--- src/rtl/uart_rx_fsm.sv ---
// UART receive controller: start detection, mid-bit majority sampling,
// LSB-first deserialisation, optional parity check and stop-bit check.
// Bit timing comes from an external edge/bit counter that this block enables.
module uart_rx_fsm #(
  parameter int DATA_WIDTH = 8
) (
  input  logic                  CLK,
  input  logic                  RST,
  input  logic                  RX_IN,
  input  logic                  PAR_EN,
  input  logic                  PAR_TYP,
  input  logic [5:0]            prescale,
  input  logic [5:0]            edge_cnt,
  input  logic [3:0]            bit_cnt,
  output logic                  cnt_enable,
  output logic [DATA_WIDTH-1:0] P_DATA,
  output logic                  data_valid,
  output logic                  par_err,
  output logic                  stp_err
);

  typedef enum logic [2:0] {
    IDLE   = 3'd0,
    START  = 3'd1,
    DATA   = 3'd2,
    PARITY = 3'd3,
    STOP   = 3'd4
  } state_t;

  state_t                state_q, state_nxt;
  logic [DATA_WIDTH-1:0] shift_q, shift_nxt;
  logic [DATA_WIDTH-1:0] pdata_nxt;
  logic                  err_q, err_nxt;
  logic                  dv_nxt, pe_nxt, se_nxt;
  logic                  samp0_q, samp1_q, bit_val_q;

  logic [5:0] mid, mid_m1, mid_p1;
  logic       bit_end;

  function automatic logic maj3(input logic a, input logic b, input logic c);
    return (a & b) | (a & c) | (b & c);
  endfunction

  assign mid     = prescale >> 1;
  assign mid_m1  = mid - 6'd1;
  assign mid_p1  = mid + 6'd1;
  assign bit_end = (edge_cnt == (prescale - 6'd1));

  // Three samples around mid-bit; the vote lands one cycle after the centre.
  always_ff @(posedge CLK or posedge RST) begin
    if (RST) begin
      samp0_q   <= 1'b0;
      samp1_q   <= 1'b0;
      bit_val_q <= 1'b0;
    end else begin
      if (edge_cnt == mid_m1) samp0_q <= RX_IN;
      if (edge_cnt == mid)    samp1_q <= RX_IN;
      if (edge_cnt == mid_p1) bit_val_q <= maj3(samp0_q, samp1_q, RX_IN);
    end
  end

  // Frame sequencing; every decision is taken on the last edge of a bit.
  always_comb begin
    state_nxt = state_q;
    shift_nxt = shift_q;
    err_nxt   = err_q;
    pdata_nxt = P_DATA;
    dv_nxt    = 1'b0;
    pe_nxt    = 1'b0;
    se_nxt    = 1'b0;
    case (state_q)
      IDLE: begin
        if (!RX_IN) state_nxt = START;
      end
      START: begin
        if (bit_end) state_nxt = bit_val_q ? IDLE : DATA;
      end
      DATA: begin
        if (bit_end) begin
          shift_nxt = {bit_val_q, shift_q[DATA_WIDTH-1:1]};
          if (bit_cnt == 4'(DATA_WIDTH)) state_nxt = PAR_EN ? PARITY : STOP;
        end
      end
      PARITY: begin
        if (bit_end) begin
          if (bit_val_q != ((^shift_q) ^ PAR_TYP)) begin
            pe_nxt  = 1'b1;
            err_nxt = 1'b1;
          end
          state_nxt = STOP;
        end
      end
      STOP: begin
        if (bit_end) begin
          if (!bit_val_q) begin
            se_nxt = 1'b1;
          end else if (!err_q) begin
            pdata_nxt = shift_q;
            dv_nxt    = 1'b1;
          end
          err_nxt   = 1'b0;
          state_nxt = IDLE;
        end
      end
      default: state_nxt = IDLE;
    endcase
  end

  // State, datapath and registered outputs; the counter enable follows the next state.
  always_ff @(posedge CLK or posedge RST) begin
    if (RST) begin
      state_q    <= IDLE;
      shift_q    <= '0;
      err_q      <= 1'b0;
      P_DATA     <= '0;
      data_valid <= 1'b0;
      par_err    <= 1'b0;
      stp_err    <= 1'b0;
      cnt_enable <= 1'b0;
    end else begin
      state_q    <= state_nxt;
      shift_q    <= shift_nxt;
      err_q      <= err_nxt;
      P_DATA     <= pdata_nxt;
      data_valid <= dv_nxt;
      par_err    <= pe_nxt;
      stp_err    <= se_nxt;
      cnt_enable <= (state_nxt != IDLE);
    end
  end

endmodule

--- config.mk ---
export PLATFORM = sky130hd
export DESIGN_NAME = uart_rx_fsm
export DESIGN_NICKNAME = d
export VERILOG_FILES = /design/src/rtl/uart_rx_fsm.sv
export SDC_FILE = /design/constraint.sdc
export NUM_CORES = 1
export LEC_CHECK = 0
export CAP_MARGIN = 20
export CELL_PAD_IN_SITES_DETAIL_PLACEMENT = 0
export CELL_PAD_IN_SITES_GLOBAL_PLACEMENT = 1
export CORE_MARGIN = 3
export CORE_UTILIZATION = 40
export CTS_CLUSTER_SIZE = 20
export DETAILED_ROUTE_END_ITERATION = 7
export PLACE_DENSITY_LB_ADDON = 0.2
export SLEW_MARGIN = 5
export SYNTH_ARGS = -nofsm -noshare
export SYNTH_HDL_FRONTEND = slang
export SYNTH_SLANG_ARGS = --single-unit
--- constraint.sdc ---
create_clock -name CLK -period 2.29 [get_ports CLK]
set_clock_uncertainty 0.15 [all_clocks]
set_input_delay 0.458 -clock CLK [delete_from_list [all_inputs] [get_ports CLK]]
set_output_delay 0.458 -clock CLK [all_outputs]
set_load 0.05 [all_outputs]
Yosys cells after proc, flatten, opt, wreduce, memory -nomap -nowiden

Cells that the tools add are included.

Output and inout port bits: 12
Input bits: 21
Word-level logic and storage cells: 64
Register bits after elaboration: 27

$add $sub $neg: 3
Reductions and logical operators: 7
Eq/ne operators: 13
Muxes and demuxes: 23
Bitwise gates (word level): 7

Operators with widths:

| cell                | count |
|---|---|
| $mux 3              | 7 |
| $eq 6x6->1          | 3 |
| $pmux 3 s5          | 1 |
| $mux 1              | 13 |
| $reduce_and 4->1    | 2 |
| $reduce_xor 8->1    | 1 |
| $add 5x1->6 const B | 1 |
| $eq 3x2->1 const B  | 2 |
| $eq 6x5->1          | 1 |
| $ne 2x2->1 const B  | 3 |
| $sub 5x1->6 const B | 1 |
| $sub 6x1->6 const B | 1 |
| $eq 4x4->1 const B  | 1 |
| $and 1x1->1         | 3 |
| $eq 3x1->1 const B  | 1 |
| $eq 3x3->1 const B  | 1 |
| $logic_not 3->1     | 1 |
| $reduce_bool 3->1   | 1 |
| $mux 2              | 1 |
| $or 1x1->1          | 2 |
| $pmux 1 s2          | 1 |
| $reduce_and 2->1    | 1 |
| $reduce_bool 2->1   | 1 |
| $ne 1x1->1          | 1 |
| 2 further kinds     | 2 |

Longest topological paths before layout

Depth in word-level cells: 6
Mapped depth: 10
Gate-level depth less buffers: 8

Least setup slack after synthesis

Ideal clock, no wire load.

Path kind: input -> register
Start: input port prescale[2]
End: register P_DATA[0]
Path buffers: 2
Library setup time: 0.125 ns
Arrival: 2.581 ns
Data required time: 2.015 ns
Cell stages on the path: 10
Setup slack: -0.566 ns
Cells stage by stage: buf_2 > inv_1 > ha_1 > a21boi_2 > and3_4 > nor4_4 > nand2_2 > or4_4 > buf_6 > mux2_4

Longest elaborated chain between the ends: 3

Ends and longest elaborated chain:

| element                           | RTL line | source |
|---|---|---|
| from (decl)                       | 12       | `input logic [5:0] prescale,` |
| $sub 6x1->6                       | 47       | `assign bit_end = (edge_cnt == (prescale - 6'd1));` |
| $eq 6x6->1                        | 47       |  |
| $reduce_and 4->1 (no source line) | -        |  |
| to (signal assigned)              | 124      | `P_DATA <= pdata_nxt;` |
| to (decl)                         | 16       | `output logic [DATA_WIDTH-1:0] P_DATA,` |

No other way between the ends.
A chain may end at the register's enable or synchronous reset.

Final worst setup path

Start: input port prescale[2]
End: register P_DATA[4]

The elaborated chain is that of the path after synthesis.

==> parameters.txt <==
Parameter                              Value

Logic synthesis
  Warning count from the yosys run ... 0
  Share of the synthesized area in the top cell type ... just under 40%
  Mean instance size in the synthesized netlist ... about 11 um2
  Cell area after synthesis ... about 1700 um2
  Top cells by area in the synthesized netlist ... dfrtp_1 (39%), xnor2_1 (11%), mux2_2 (7.2%), mux2_4 (7.0%), xor2_1 (3.1%)
  Yosys top cell by area ... dfrtp_1
  Number of enable flip-flop cells after synthesis ... 0
  Async SR Flop Fraction ... 100.0%
  Number of distinct library cells after synthesis ... 42
  Most used DFF post-synth ... dfrtp_1
  Register area share after synthesis ... 39.30%
  Flop and latch count out of synthesis ... 27
  Post-synth net total ... between 150 and 200
  Post-synthesis instance total ... around 160

Floorplan
  Initial Util ... a little over two fifths
  Overall die height ... around 70 um
  Die Footprint ... slightly above 5000 um2
  Core Footprint ... between 4000 and 5000 um2
  Boundary Pins ... 33
  Width of the die ... about 70 um
  Site row count ... 23

Drt
  Number of DRC violations after detailed-routing iteration 0 ... 56
  Routed vias/inst ... between 5 and 6
  Final antenna-violating net count ... 0
  Length of the first detailed-routing pass in iterations ... 4
  Avg WL per Cell ... about 14 um
  Total number of vias ... roughly 1300
  Remaining routing DRC violations ... 0
  Drt total wl ... about 3700 um

STA
  # setup viols final ... 16
  Post-route setup TNS ... -0.7334 ns
  Transition time at the pin with the least slew margin ... 0.4977 ns
  Crit share post-route ... 103.8%
  Slack of the critical path ... -0.08602 ns
  Time the worst path needs with I/O delays and setup ... 2.376 ns
  Max-slew headroom at the worst pin ... between 60% and 70%
  Hold WS ... between 0.3 and 0.4 ns
  Maximum operating frequency ... roughly 420 MHz
  Hold Violations, Final ... 0
  Max-slew violation total from the final report ... 0
  Unrepaired setup endpoints after global routing ... yes

Hold path
  Startpoint of the lowest-slack hold path ... samp1_q
  Type of the tightest min-delay check ... reg2reg
  Worst-case hold path end point ... samp1_q
  Number of cells on the worst hold path ... 1

Status
  Violations in the final reports ... negative setup slack
  Outcome ... finished with violations

Critical path
  Reg2reg end ... P_DATA[4]
  Setup Crit Path Kind ... in2reg
  CP max stage delay ... between 0.5 and 0.6 ns
  Arrival @ worst endpoint ... 2.38 ns
  Reg2reg setup slack ... approximately 0.41 ns
  Cells along the critical path ... buf_8 -> inv_8 -> ha_4 -> a21boi_4 -> and3_4 -> nor4_4 -> nand2_2 -> or4_4 -> mux2_4
  Slowest stage cell, crit path ... or4_4
  Top fanout value on the critical path ... 5
  Length in cells of the worst reg-to-reg path ... 4
  Data required time of the critical path ... between 2 and 2.5 ns
  CP endpoint kind ... flop
  Element type at the critical path start ... input port
  Worst reg2reg path startpoint ... state_q[0]

Clock network
  Reg clk slew, reported paths ... 0.08 ns
  Clock root buffer ... clkbuf_8
  Total CTS buffers ... 3
  Clock Latency Late Sink ... roughly 0.26 ns
  Max Root-Sink Buffers ... 2
  Number of H-tree levels ... 1
  Clock sink total ... 27
  TritonCTS clock tree ... built

Global route
  Peak-usage layer in the global routing report ... met2
  Total routing usage reported by global routing ... 14.68%
  Largest net degree at the start of global routing ... 28
  Number of antenna violations at the first check in global routing ... 0
  Met3 usage ... 2.945%
  Leftover overflow at the end of global routing ... 0
  Met1 capacity usage during global routing ... between 10% and 20%
  Wire length of the first global-routing pass ... around 6000 um
  Met2 track demand over resource in global routing ... approximately 25%
  Via count of the first global-routing pass ... between 1000 and 1500

Power and ir drop
  Static leakage power ... roughly 1.1 nW
  Largest voltage drop on the vdd net ... 0.3269 mV
  Power per unit of standard cell area ... roughly 470 nW/um2
  Total power consumption of the routed design ... 1.140 mW

Flow run
  Number of violations of the max-capacitance limit ... 0

Placement
  Minimum setup slack after placement ... -0.8920 ns
  Final weighted congestion in routability-driven placement ... ~0.76
  Number of placed instances with taps included ... ~260
  Placed Area ... ~2300 um2
  Port Buffer Count ... 32
  Post-DP HPWL ... about 2700 um

Layout
  Cell area after layout ... around 2400 um2
  Final cell count without fillers ... around 270
  Commonest cells after routing, fill and taps aside ... dfrtp_1 (27), buf_4 (25), xnor2_1 (20), clkdlybuf4s50_1 (20), mux2_2 (11)
  Post-layout utilization of the core ... about 60%
  Fin nets ... 244
  Most common library cell in the layout ignoring fill and taps ... dfrtp_1
  Number of diodes added for antenna fixing ... 0
  Area growth syn-to-layout ... 42.07%
  Share of layout cells above drive strength 1 ... 34.86%
## synthesized netlist by cell type, drive strengths merged (2+ instances only)
cell type,number
xnor2,21
nand2,6
mux2,19
nand2b,2
nor4,3
xor2,6
nand3,3
nor3,6
dfrtp,27
buf,5
nand3b,3
nand4,3
o21ai,5
a21oi,5
nand4b,3
nor2,9
inv,9
ha,4
o22ai,3
## critical path: cells and delay by family
family                   cells  cell delay [ns]
adder cells (fa/ha/maj)      1             0.15
buffers and inverters        2             0.13
multiplexers                 1             0.32
AND/OR/NAND/NOR              4             1.17
AO/OA/AOI/OAI                1             0.14
## layer usage
metal | up-vias | wire length [um]
li1 | 682 | -
met5 | - | 0
met1 | 623 | 1721
met3 | 4 | 181
met4 | 0 | 34
met2 | 34 | 1789
## layout make-up
class	instances	area (um2)
clock buffer	4	45.04
fill	354	1644
inverter	9	48.80
multi-input combinational	118	1070
sequential	27	675.6
tap	50	62.56
timing repair buffer	60	540.5
## report_power, final
group	switching (mW)	internal, mW	leakage [nW]
registers	0.0398	0.507	0.364
logic	0.157	0.174	0.693
clock network	0.138	0.124	0.0228
total	0.334	0.806	1.08
## timing repair
item / CTS / global route
pin swaps: 15 / 5
setup endpoints to repair: 24 / 20
gates resized for setup: 45 / 8
setup buffers: 4 / 1
hold buffers: 0 / 0
cloned: 1 / 0
## registers in the layout, summed over array words and instances (netlist names)
register and cells:
P_DATA 8, shift_q 8, state_q 3, bit_val_q 1
cnt_enable 1, data_valid 1, err_q 1, par_err 1
samp0_q 1, samp1_q 1, stp_err 1
## cells by family after synthesis
kind of cell,share of synthesized area (%)
mux,14.19
xor+xnor,13.76
simple gates,16.81
buf+inv,4.512
compound gates,7.933
fa+ha+maj,3.494
flops,39.30
## worst max-delay path by stage
stage / endpoint / startpoint / slack, ns
final: P_DATA[4] / prescale[2] / -0.09
after global routing: P_DATA[3] / prescale[2] / -0.11
after CTS: P_DATA[3] / prescale[1] / -0.09
after detailed placement: P_DATA[5] / prescale[1] / -0.89
after global placement: P_DATA[3] / prescale[1] / -0.85
after floorplan: P_DATA[0] / prescale[2] / -0.41
Note: power is estimated with default switching activity, not from simulation.
